[src/rtl/des_iter_ctrl.sv]
// Iterative DES engine: ROUNDS_PER_CYCLE Feistel rounds per clock over a shared round datapath.
// Optional feature macro DES_ITER_DECRYPT_EN adds a decrypt input that walks the subkeys in reverse.
module des_iter_ctrl #(
   parameter int unsigned ROUNDS_PER_CYCLE = 1
) (
   input  logic        clk,
   input  logic        rst,
   input  logic        in_valid,
   output logic        in_ready,
   input  logic [63:0] plaintext,
   input  logic [63:0] key,
`ifdef DES_ITER_DECRYPT_EN
   input  logic        decrypt,
`endif
   output logic        out_valid,
   input  logic        out_ready,
   output logic [63:0] ciphertext,
   output logic        busy
);

   // DES tables, 1-based bit numbers counted from the MSB
   localparam int unsigned IP_T [64] = '{
      58, 50, 42, 34, 26, 18, 10, 2, 60, 52, 44, 36, 28, 20, 12, 4,
      62, 54, 46, 38, 30, 22, 14, 6, 64, 56, 48, 40, 32, 24, 16, 8,
      57, 49, 41, 33, 25, 17,  9, 1, 59, 51, 43, 35, 27, 19, 11, 3,
      61, 53, 45, 37, 29, 21, 13, 5, 63, 55, 47, 39, 31, 23, 15, 7};
   localparam int unsigned FP_T [64] = '{
      40, 8, 48, 16, 56, 24, 64, 32, 39, 7, 47, 15, 55, 23, 63, 31,
      38, 6, 46, 14, 54, 22, 62, 30, 37, 5, 45, 13, 53, 21, 61, 29,
      36, 4, 44, 12, 52, 20, 60, 28, 35, 3, 43, 11, 51, 19, 59, 27,
      34, 2, 42, 10, 50, 18, 58, 26, 33, 1, 41,  9, 49, 17, 57, 25};
   localparam int unsigned E_T [48] = '{
      32,  1,  2,  3,  4,  5,  4,  5,  6,  7,  8,  9,  8,  9, 10, 11,
      12, 13, 12, 13, 14, 15, 16, 17, 16, 17, 18, 19, 20, 21, 20, 21,
      22, 23, 24, 25, 24, 25, 26, 27, 28, 29, 28, 29, 30, 31, 32,  1};
   localparam int unsigned P_T [32] = '{
      16,  7, 20, 21, 29, 12, 28, 17,  1, 15, 23, 26,  5, 18, 31, 10,
       2,  8, 24, 14, 32, 27,  3,  9, 19, 13, 30,  6, 22, 11,  4, 25};
   localparam int unsigned PC1_T [56] = '{
      57, 49, 41, 33, 25, 17,  9,  1, 58, 50, 42, 34, 26, 18,
      10,  2, 59, 51, 43, 35, 27, 19, 11,  3, 60, 52, 44, 36,
      63, 55, 47, 39, 31, 23, 15,  7, 62, 54, 46, 38, 30, 22,
      14,  6, 61, 53, 45, 37, 29, 21, 13,  5, 28, 20, 12,  4};
   localparam int unsigned PC2_T [48] = '{
      14, 17, 11, 24,  1,  5,  3, 28, 15,  6, 21, 10,
      23, 19, 12,  4, 26,  8, 16,  7, 27, 20, 13,  2,
      41, 52, 31, 37, 47, 55, 30, 40, 51, 45, 33, 48,
      44, 49, 39, 56, 34, 53, 46, 42, 50, 36, 29, 32};
   // Cumulative left-rotation of C/D after each round
   localparam int unsigned SHIFT_CUM [16] = '{1, 2, 4, 6, 8, 10, 12, 14, 15, 17, 19, 21, 23, 25, 27, 28};
   localparam int unsigned SBOX [8][64] = '{
      '{14, 4, 13, 1, 2, 15, 11, 8, 3, 10, 6, 12, 5, 9, 0, 7,   0, 15, 7, 4, 14, 2, 13, 1, 10, 6, 12, 11, 9, 5, 3, 8,
         4, 1, 14, 8, 13, 6, 2, 11, 15, 12, 9, 7, 3, 10, 5, 0,  15, 12, 8, 2, 4, 9, 1, 7, 5, 11, 3, 14, 10, 0, 6, 13},
      '{15, 1, 8, 14, 6, 11, 3, 4, 9, 7, 2, 13, 12, 0, 5, 10,   3, 13, 4, 7, 15, 2, 8, 14, 12, 0, 1, 10, 6, 9, 11, 5,
         0, 14, 7, 11, 10, 4, 13, 1, 5, 8, 12, 6, 9, 3, 2, 15,  13, 8, 10, 1, 3, 15, 4, 2, 11, 6, 7, 12, 0, 5, 14, 9},
      '{10, 0, 9, 14, 6, 3, 15, 5, 1, 13, 12, 7, 11, 4, 2, 8,   13, 7, 0, 9, 3, 4, 6, 10, 2, 8, 5, 14, 12, 11, 15, 1,
        13, 6, 4, 9, 8, 15, 3, 0, 11, 1, 2, 12, 5, 10, 14, 7,   1, 10, 13, 0, 6, 9, 8, 7, 4, 15, 14, 3, 11, 5, 2, 12},
      '{7, 13, 14, 3, 0, 6, 9, 10, 1, 2, 8, 5, 11, 12, 4, 15,   13, 8, 11, 5, 6, 15, 0, 3, 4, 7, 2, 12, 1, 10, 14, 9,
        10, 6, 9, 0, 12, 11, 7, 13, 15, 1, 3, 14, 5, 2, 8, 4,   3, 15, 0, 6, 10, 1, 13, 8, 9, 4, 5, 11, 12, 7, 2, 14},
      '{2, 12, 4, 1, 7, 10, 11, 6, 8, 5, 3, 15, 13, 0, 14, 9,   14, 11, 2, 12, 4, 7, 13, 1, 5, 0, 15, 10, 3, 9, 8, 6,
         4, 2, 1, 11, 10, 13, 7, 8, 15, 9, 12, 5, 6, 3, 0, 14,  11, 8, 12, 7, 1, 14, 2, 13, 6, 15, 0, 9, 10, 4, 5, 3},
      '{12, 1, 10, 15, 9, 2, 6, 8, 0, 13, 3, 4, 14, 7, 5, 11,   10, 15, 4, 2, 7, 12, 9, 5, 6, 1, 13, 14, 0, 11, 3, 8,
         9, 14, 15, 5, 2, 8, 12, 3, 7, 0, 4, 10, 1, 13, 11, 6,  4, 3, 2, 12, 9, 5, 15, 10, 11, 14, 1, 7, 6, 0, 8, 13},
      '{4, 11, 2, 14, 15, 0, 8, 13, 3, 12, 9, 7, 5, 10, 6, 1,   13, 0, 11, 7, 4, 9, 1, 10, 14, 3, 5, 12, 2, 15, 8, 6,
         1, 4, 11, 13, 12, 3, 7, 14, 10, 15, 6, 8, 0, 5, 9, 2,  6, 11, 13, 8, 1, 4, 10, 7, 9, 5, 0, 15, 14, 2, 3, 12},
      '{13, 2, 8, 4, 6, 15, 11, 1, 10, 9, 3, 14, 5, 0, 12, 7,   1, 15, 13, 8, 10, 3, 7, 4, 12, 5, 6, 11, 0, 14, 9, 2,
         7, 11, 4, 1, 9, 12, 14, 2, 0, 6, 10, 13, 15, 3, 5, 8,  2, 1, 14, 7, 4, 10, 8, 13, 15, 12, 9, 0, 3, 5, 6, 11}};

   function automatic logic [63:0] perm_ip(input logic [63:0] x);
      logic [63:0] y;
      y = '0;
      for (int i = 0; i < 64; i++) y[6'(63 - i)] = x[6'(64 - IP_T[6'(i)])];
      return y;
   endfunction

   function automatic logic [63:0] perm_fp(input logic [63:0] x);
      logic [63:0] y;
      y = '0;
      for (int i = 0; i < 64; i++) y[6'(63 - i)] = x[6'(64 - FP_T[6'(i)])];
      return y;
   endfunction

   // Key schedule evaluated directly for round n from the stored key
   function automatic logic [47:0] subkey(input logic [63:0] k, input logic [3:0] n);
      logic [55:0] cd;
      logic [55:0] c2;
      logic [55:0] d2;
      logic [55:0] cd_r;
      logic [47:0] y;
      cd = '0;
      y  = '0;
      for (int i = 0; i < 56; i++) cd[6'(55 - i)] = k[6'(64 - PC1_T[6'(i)])];
      c2   = {cd[55:28], cd[55:28]} << SHIFT_CUM[n];
      d2   = {cd[27:0], cd[27:0]} << SHIFT_CUM[n];
      cd_r = {c2[55:28], d2[55:28]};
      for (int i = 0; i < 48; i++) y[6'(47 - i)] = cd_r[6'(56 - PC2_T[6'(i)])];
      return y;
   endfunction

   function automatic logic [31:0] feistel(input logic [31:0] r, input logic [47:0] k);
      logic [47:0] x;
      logic [5:0]  six;
      logic [31:0] s;
      logic [31:0] y;
      x = '0;
      s = '0;
      y = '0;
      for (int i = 0; i < 48; i++) x[6'(47 - i)] = r[5'(32 - E_T[6'(i)])];
      x = x ^ k;
      for (int b = 0; b < 8; b++) begin
         six = x[6'(47 - 6 * b) -: 6];
         s[5'(31 - 4 * b) -: 4] = 4'(SBOX[3'(b)][{six[5], six[0], six[4:1]}]);
      end
      for (int i = 0; i < 32; i++) y[5'(31 - i)] = s[5'(32 - P_T[5'(i)])];
      return y;
   endfunction

   typedef enum logic [1:0] {IDLE, RUN, DONE} state_t;

   state_t      state, state_nxt;
   logic [31:0] l_q, r_q, l_nxt, r_nxt, l_t, r_t, f_t;
   logic [63:0] key_q, key_nxt, ct_nxt, ip_t;
   logic [3:0]  rnd, rnd_nxt, idx;
   logic        ov_nxt, accept, last_step;
`ifdef DES_ITER_DECRYPT_EN
   logic        decrypt_q, dec_nxt;
`endif

   assign in_ready = (state == IDLE) || (state == DONE && out_ready);
   assign busy     = (state != IDLE);
   assign accept   = in_valid && in_ready;

   // Next state plus one bank of rounds from the registered halves
   always_comb begin
      state_nxt = state;
      l_nxt     = l_q;
      r_nxt     = r_q;
      key_nxt   = key_q;
      rnd_nxt   = rnd;
      ct_nxt    = ciphertext;
      ov_nxt    = out_valid;
`ifdef DES_ITER_DECRYPT_EN
      dec_nxt   = decrypt_q;
`endif
      l_t       = l_q;
      r_t       = r_q;
      f_t       = '0;
      idx       = '0;
      ip_t      = perm_ip(plaintext);
      last_step = (5'({1'b0, rnd}) + 5'(ROUNDS_PER_CYCLE)) == 5'd16;
      for (int i = 0; i < int'(ROUNDS_PER_CYCLE); i++) begin
         idx = rnd + 4'(i);
`ifdef DES_ITER_DECRYPT_EN
         if (decrypt_q) idx = 4'd15 - rnd - 4'(i);
`endif
         f_t = feistel(r_t, subkey(key_q, idx));
         {l_t, r_t} = {r_t, l_t ^ f_t};
      end
      case (state)
         IDLE: ;
         RUN: begin
            l_nxt = l_t;
            r_nxt = r_t;
            if (last_step) begin
               ct_nxt    = perm_fp({r_t, l_t});
               ov_nxt    = 1'b1;
               state_nxt = DONE;
            end else begin
               rnd_nxt = rnd + 4'(ROUNDS_PER_CYCLE);
            end
         end
         DONE: begin
            if (out_ready) begin
               ov_nxt    = 1'b0;
               state_nxt = IDLE;
            end
         end
         default: state_nxt = IDLE;
      endcase
      // A DONE handshake can take the next job in the same clock
      if (accept) begin
         {l_nxt, r_nxt} = ip_t;
         key_nxt        = key;
         rnd_nxt        = '0;
         state_nxt      = RUN;
`ifdef DES_ITER_DECRYPT_EN
         dec_nxt        = decrypt;
`endif
      end
   end

   always_ff @(posedge clk or posedge rst) begin
      if (rst) begin
         state      <= IDLE;
         l_q        <= '0;
         r_q        <= '0;
         key_q      <= '0;
         rnd        <= '0;
         ciphertext <= '0;
         out_valid  <= 1'b0;
`ifdef DES_ITER_DECRYPT_EN
         decrypt_q  <= 1'b0;
`endif
      end else begin
         state      <= state_nxt;
         l_q        <= l_nxt;
         r_q        <= r_nxt;
         key_q      <= key_nxt;
         rnd        <= rnd_nxt;
         ciphertext <= ct_nxt;
         out_valid  <= ov_nxt;
`ifdef DES_ITER_DECRYPT_EN
         decrypt_q  <= dec_nxt;
`endif
      end
   end

endmodule

[config.mk]
export PLATFORM = sky130hd
export DESIGN_NAME = des_iter_ctrl
export DESIGN_NICKNAME = d
export VERILOG_FILES = /design/src/rtl/des_iter_ctrl.sv
export SDC_FILE = /design/constraint.sdc
export NUM_CORES = 1
export LEC_CHECK = 0
export ABC_AREA = 1
export BUFFER_PORTS_ARGS = -buffer_cell sky130_fd_sc_hd__buf_4
export CELL_PAD_IN_SITES_DETAIL_PLACEMENT = 0
export CELL_PAD_IN_SITES_GLOBAL_PLACEMENT = 2
export CORE_UTILIZATION = 10
export CTS_BUF_LIST = sky130_fd_sc_hd__clkbuf_4 sky130_fd_sc_hd__clkbuf_8
export CTS_CLUSTER_DIAMETER = 100
export DETAILED_ROUTE_END_ITERATION = 8
export PLACE_DENSITY = 0.95
export SLEW_MARGIN = 20
export SYNTH_ARGS = -nofsm -noshare
export SYNTH_HDL_FRONTEND = slang
export SYNTH_SLANG_ARGS = --single-unit
[constraint.sdc]
create_clock -name clk -period 1.7 [get_ports clk]
set_input_delay 0.085 -clock clk [delete_from_list [all_inputs] [get_ports clk]]
set_output_delay 0.085 -clock clk [all_outputs]
set_load 0.05 [all_outputs]
# After elaboration in Yosys (flattened, before gate mapping)
# Index checks and enable logic that the tools add are counted.
totals:
  register_bits: 7
  inputBits: 132
  output_inout_bits: 67
  word_cells: 34
op_classes:
  add_sub_neg: 2
  n_eq_ne: 9
  mux: 10
  reduce_logical: 10
ops:
  columns: ["op", "n"]
  rows:
  - ["$mux 4", 3]
  - ["$ne 2x2->1 const B", 4]
  - ["$mux 2", 3]
  - ["$ne 3x3->1 const B", 2]
  - ["$pmux 2 s3", 1]
  - ["$reduce_and 3->1", 2]
  - ["$reduce_bool 2->1", 3]
  - ["$add 4x1->5 const B", 1]
  - ["$eq 5x5->1 const B", 1]
  - ["$add 4x1->4 const B", 1]
  - ["$eq 2x1->1 const B", 1]
  - ["$eq 2x2->1 const B", 1]
  - ["$logic_and 1x1->1", 2]
  - ["$logic_not 2->1", 1]
  - ["$mux 1", 2]
  - ["$pmux 1 s2", 1]
  - ["$reduce_and 2->1", 1]
  - ["$logic_or 1x1->1", 1]

# Depth between registers and ports, before layout
# Gate-level depths: netlist (run 1).
depth:
  word_depth: 6
  mapped_depth: 6
  mapped_depth_nobuf: 6

# Worst setup path before layout (run 1)
# Ideal clock, no wire load.
synth_timing:
  path_kind: "flip-flop to flip-flop"
  from: "register state[1]"
  to: "register rnd[3]"
  setup_time_ns: 0.120
  t_arrival_ns: 1.726
  t_required_ns: 1.580
  path_slack_ns: -0.146
  stages_incl_launch_ff: 5
  period_less_slack_ns: 1.846
  cell_sequence: "dfrtp_1 a21oi_1 nand2_1 nand3_1 nand2_1"
synth_between:
  elab_chain_len: 6
synth_lines:
  columns: ["element", "line_no", "rtl"]
  rows:
  - ["from (decl)", "120", "state_t state, state_nxt;"]
  - ["from (signal assigned)", "205", "state <= state_nxt;"]
  - ["$eq 2x2->1", "129", "assign in_ready = (state == IDLE) || (state == DONE && out_ready);"]
  - ["$logic_and 1x1->1", "129", null]
  - ["$logic_or 1x1->1 *", "129", null]
  - ["via in_ready", "9", "output logic in_ready,"]
  - ["$logic_and 1x1->1 *", "131", "assign accept = in_valid && in_ready;"]
  - ["$ne 2x2->1 (no source line) / $reduce_bool 2->1 (equally long branches)", null, null]
  - ["$reduce_and 2->1 (no source line)", null, null]
  - ["to (signal assigned)", "209", "rnd <= rnd_nxt;"]
  - ["to (decl)", "123", "logic [3:0] rnd, rnd_nxt, idx;"]
# Mark *: on every way through the listed nets, which the timed path passes. The rest lies on a longest branch.
# A chain may end at the register's enable or synchronous reset.

# Worst setup path in the final report (run 1)
layout_timing:
  from: "register rnd[0]"
  to: "register rnd[1]"
layout_between:
  elab_chain_len: 4
layout_lines:
  columns: ["element", "line_no"]
  rows:
  - ["$add 4x1->5 / $add 4x1->4 (equally long branches)", "150, 169"]
  - ["$eq 5x5->1 / $mux 4 (equally long branches)", "150, 164"]
  - ["$ne 2x2->1 (no source line) / $mux 4 (equally long branches)", null]
  - ["$reduce_and 2->1 (no source line) / $mux 4 (equally long branches)", null]
# Parallel ways exist; a longest one is shown, timed or not. The select of a mux whose other input is x is not followed.

==> results of run 1 <==
sequential cells by signal, indices dropped and copies added (netlist names):
signal,flops
rnd,4
out_valid,1
state,2
synthesized netlist by cell type, drive strengths merged:
| cell | n |
|---|---|
| xor2 | 1 |
| buf | 64 |
| a21oi | 1 |
| conb | 1 |
| dfrtp | 7 |
| ha | 1 |
| o21ai | 2 |
| nand2 | 14 |
| nor2 | 3 |
| inv | 8 |
| nor3 | 1 |
| nand4 | 1 |
| nand3 | 7 |
| o31ai | 1 |
critical path, cell delays in order, from the launching register on:
cell	delay [ps]
dfrtp_1	420
ha_1	220
nand3_2	100
nor2_1	160
nor2_2	80
nand2_1	70
nand2_1	50
through the flow:
stage | instances | cell area, um2 | setup slack [ps] | total power [mW] | utilization
floorplan | 175 | 1102 | 235.5 | 0.9825 | -
global placement | 222 | 798.3 | 496.0 | 0.9360 | 0.09619
detailed placement | 222 | 798.3 | 488.3 | 0.9490 | 0.09619
CTS | 227 | 857.1 | 474.3 | 1.209 | 0.1033
global route | 227 | 857.1 | 374.9 | 1.285 | 0.1033
finish | 227 | 857.1 | 487.2 | 1.196 | 0.1033
layer usage:
layer	track usage	wire length (um)
met5	0	0
met2	0.03897	547
met3	0.007246	108
met1	0.01533	293
met4	0.02652	39
worst max path at each step:
stage                        start  endpoint  slack [ps]  cells after the start
after floorplan           state[1]    rnd[3]         240                      4
after global placement      rnd[0]    rnd[3]         500                      6
after detailed placement    rnd[0]    rnd[3]         490                      5
after CTS                   rnd[0]    rnd[3]         470                      5
after global routing        rnd[0]  state[1]         370                      5
final                       rnd[0]    rnd[1]         490                      6
cell families after synthesis:
logic type,share of synthesized area
xor gates and xnor gates,0.01016
and+or+nand+nor,0.1451
AOI/OAI and AO/OA,0.03047
DFF,0.2032
buffers and inverters,0.5922
adders and majority gates,0.01451
other,0.004350
where the power goes:
group / switching (mW) / internal [mW]
clock: 0.0716 / 0.178
combinational: 0.515 / 0.128
sequential: 0.0757 / 0.228
final cells by class:
| class | count | area (um2) |
|---|---|---|
| clock buffer | 4 | 48.80 |
| fill | 980 | 7442 |
| inverter | 8 | 30.03 |
| multi-input combinational | 96 | 416.7 |
| sequential | 7 | 175.2 |
| tap | 105 | 131.4 |
| timing repair buffer | 7 | 55.05 |
what timing repair did:
action,4_1_cts,5_1_grt
setup endpoints to repair,0,0
hold endpoints to repair,7,0
hold buffers,1,0
==> flow_metrics.env, run 1 <==
export IMPL_drtIter0Drc=5
export IMPL_coreArea_mm2=0.008299
export IMPL_max_freq_mhz=824.5
export IMPL_arrival_ps=1330
export IMPL_die_width_um=94.85
export IMPL_clock_latency_ps=230
export IMPL_fin_skew_ps=1.599
export IMPL_io_pins=199
export IMPL_vias=493
export IMPL_area_delta_synth_final_pct=-0.5806
export IMPL_grt_pass1_vias=363
export IMPL_viasPerCell=2.172
export IMPL_hold_depth=2
export IMPL_grt_max_degree=8
export IMPL_yosysSeqAreaShare=0.2032
export IMPL_drc=0
export IMPL_clock_path_buffers=2
export IMPL_r2r_cells=6
export IMPL_critPathLaunchType="flop"
export IMPL_status="completed"
export IMPL_vdd_drop_max_mv=0.1901
export IMPL_nets=256
export IMPL_reg2reg_slack_ps=490
export IMPL_holdPathEnd="state[1]"
export IMPL_slew_violations=0
export IMPL_grt_first_pass_wirelength_um=1400
export IMPL_place_hpwl_um=858.3
export IMPL_worst_hold_path_type="input pin to flop"
export IMPL_cts_repair_resize_count=0
export IMPL_final_cell_mix="64 x conb_1, 14 x nand2_1, 7 x dfrtp_1"
export IMPL_num_rows=33
export IMPL_syn_instance_count=112
export IMPL_r2r_end="rnd[1]"
export IMPL_synth_area_um2=862.1
export IMPL_ant_nets=0
export IMPL_antenna_cells=0
export IMPL_fin_crit_sh=0.7134
export IMPL_clkSinkCount=7
export IMPL_critPathKind="flop to flop"
export IMPL_ys_ff_latch=7
export IMPL_layout_min_cycle_time_ps=1213
export IMPL_synthTopCellsByArea="buf_4 56%, dfrtp_1 20%, nand2_1 6.1%, nand3_1 3.5%, inv_1 2.6%"
export IMPL_clk_transition_reported_paths_ps=40
export IMPL_cts_root_buffer="clkbuf_8"
export IMPL_final_common_cell="conb_1"
export IMPL_yosysWarnings=0
export IMPL_cts_tree="done"
export IMPL_drive_above_1_share=0.1393
export IMPL_cts_setup_buffers=0
export IMPL_die_area_mm2=0.008997
export IMPL_die_height_um=94.85
export IMPL_port_buffers=6
export IMPL_hold_viol=0
export IMPL_p_per_area_mw_per_mm2=1396
export IMPL_numCtsBuffers=3
export IMPL_cellLeakagePower_nw=0.4670
export IMPL_grt_use_total=0.02132
export IMPL_synth_top_area_share=0.5573
export IMPL_avgSynthCellArea_um2=7.697
export IMPL_worstPathMaxFanout=6
export IMPL_synth_top_cell_by_area="buf_4"
export IMPL_holdWs_ps=63.61
export IMPL_cts_max_level=1
export IMPL_place_congestion=0.5727
export IMPL_drt_wirelength_per_cell_um=4.361
export IMPL_r2r_start="rnd[0]"
export IMPL_rsz0062_at_grt="no"
export IMPL_cp_required_ps=1820
export IMPL_worstHoldStart="out_ready"
export IMPL_drt_pass1_iter_count=2
export IMPL_synth_cell_types=19
export IMPL_setup_violations=0
export IMPL_setup_tns_final_ps=0
export IMPL_grt_overflow=0
export IMPL_antenna_found_initial=0
export IMPL_floorplan_initialDensity=0.1039
export IMPL_endpoint_kind="flop"
export IMPL_drv_cap=0
export IMPL_wl_um=990
Note: power is estimated with default switching activity, not from simulation.
==> run 2, diff against run 1 <==
==> constraint.sdc (replaced) <==
create_clock -name clk -period 1.2 [get_ports clk]
set_input_delay 0.06 -clock clk [delete_from_list [all_inputs] [get_ports clk]]
set_output_delay 0.06 -clock clk [all_outputs]
set_load 0.05 [all_outputs]
==> flow_metrics.env, run 2 (synthesis results as in run 1) <==
export IMPL_die_height_um=94.85
export IMPL_grt_first_pass_wirelength_um=1449
export IMPL_cts_max_level=1
export IMPL_worst_hold_path_type="input pin to flop"
export IMPL_viasPerCell=2.218
export IMPL_regArea_um2=175.2
export IMPL_clkSinkCount=7
export IMPL_fin_crit_sh=0.9383
export IMPL_vias=508
export IMPL_place_hpwl_um=835.8
export IMPL_met1_length_um=311
export IMPL_critPathKind="flop to flop"
export IMPL_die_width_um=94.85
export IMPL_top_layer_used="met4"
export IMPL_drt_wirelength_per_cell_um=4.524
export IMPL_cts_setup_buffers=0
export IMPL_met3WireLength_um=108
export IMPL_pre_cts_slack_ps=64.02
export IMPL_wl_um=1036
export IMPL_die_area_mm2=0.008997
export IMPL_setup_violations=0
export IMPL_worstPathMaxFanout=5
export IMPL_r2r_cells=5
export IMPL_area_delta_synth_final_pct=5.806
export IMPL_numCtsBuffers=3
export IMPL_routed_wl_met2_um=579
export IMPL_final_cell_mix="64 x conb_1, 13 x nand2_1, 8 x buf_4"
export IMPL_drt_pass1_iter_count=4
export IMPL_drtIter0Drc=17
export IMPL_grt_overflow=0
export IMPL_antenna_found_initial=0
export IMPL_hold_viol=0
export IMPL_vdd_drop_max_mv=0.2781
export IMPL_num_rows=33
export IMPL_largest_register="rnd"
export IMPL_fin_skew_ps=3.975
export IMPL_floorplan_initialDensity=0.1039
export IMPL_grt_max_degree=8
export IMPL_drive_above_1_share=0.1774
export IMPL_arrival_ps=1300
export IMPL_p_per_area_mw_per_mm2=2001
export IMPL_grt_use_total=0.02165
export IMPL_cts_root_buffer="clkbuf_8"
export IMPL_slew_violations=0
export IMPL_status="completed"
export IMPL_largest_reg_flops=4
export IMPL_antenna_cells=0
export IMPL_layout_min_cycle_time_ps=1126
export IMPL_r2r_end="rnd[3]"
export IMPL_hold_depth=2
export IMPL_clock_latency_ps=230
export IMPL_cp_required_ps=1370
export IMPL_drv_cap=0
export IMPL_max_freq_mhz=888.2
export IMPL_cellLeakagePower_nw=0.4804
export IMPL_worstHoldStart="out_ready"
export IMPL_drc=0
export IMPL_clk_transition_reported_paths_ps=40
export IMPL_holdWs_ps=33.58
export IMPL_critPathLaunchType="flop"
export IMPL_coreArea_mm2=0.008299
export IMPL_port_buffers=6
export IMPL_clock_path_buffers=2
export IMPL_nets=258
export IMPL_place_congestion=0.6246
export IMPL_ant_nets=0
export IMPL_reg_top3="rnd (4), state (2), out_valid (1)"
export IMPL_endpoint_kind="flop"
export IMPL_io_pins=199
export IMPL_cts_tree="done"
export IMPL_fin_ws_ps=74.09
export IMPL_multi_input_area_um2=456.7
export IMPL_final_common_cell="conb_1"
export IMPL_reg2reg_slack_ps=70
export IMPL_n_fill_cell=962
export IMPL_holdPathEnd="state[1]"
export IMPL_grt_pass1_vias=400
export IMPL_r2r_start="rnd[0]"
run 2: worst max path at each step:
stage                        start     end  slack (ps)  cells past startpoint
final                       rnd[0]  rnd[3]          70                      5
after global routing        rnd[0]  rnd[3]          -9                      5
after CTS                   rnd[0]  rnd[0]          50                      6
after detailed placement    rnd[0]  rnd[3]          60                      6
after global placement      rnd[0]  rnd[3]          70                      6
after floorplan           state[1]  rnd[3]           3                      4
run 2: worst max-delay path: stages, from the launching register on:
cell and delay [ps]:
dfrtp_1 350, ha_2 220, nand3_4 110, o21ai_4 210, nand3_1 100, nand2_1 70
run 2: repair_timing:
item,4_1_cts,5_1_grt
hold endpoints to repair,7,0
hold buffers,1,0
resized for setup,0,6
endpoints found under the setup margin,0,6
run 2: layout make-up:
| type | count | area share |
|---|---|---|
| Multi-Input combinational cell | 96 | 0.5007 |
| Sequential cell | 7 | 0.1920 |
| Tap cell | 105 | 0.1440 |
| Timing Repair Buffer | 9 | 0.07682 |
| Clock buffer | 4 | 0.05350 |
| Inverter | 8 | 0.03292 |
run 2: per-layer routing:
| layer | global-route usage | vias up |
|---|---|---|
| met5 | 0 | - |
| met3 | 0.004831 | 5 |
| met4 | 0.02652 | 0 |
| met2 | 0.03897 | 39 |
| met1 | 0.01772 | 219 |
| li1 | - | 245 |
run 2: power by group:
group / switching [mW] / internal (mW) / leakage (nW)
sequential: 0.0954 / 0.323 / 0.0808
clock: 0.103 / 0.252 / 0.0262
combinational: 0.803 / 0.249 / 0.373
run 2: per-stage QoR:
step                std cells  utilization  setup TNS [ps]  power, mW  cell area, um2
CTS                       229       0.1063               0      1.767           882.1
floorplan                 175            -               0      1.403            1112
detailed placement        224      0.09920               0      1.403           823.3
global route              229       0.1099          -15.70      1.957           912.1
global placement          224      0.09920               0      1.387           823.3
finish                    229       0.1099               0      1.825           912.1
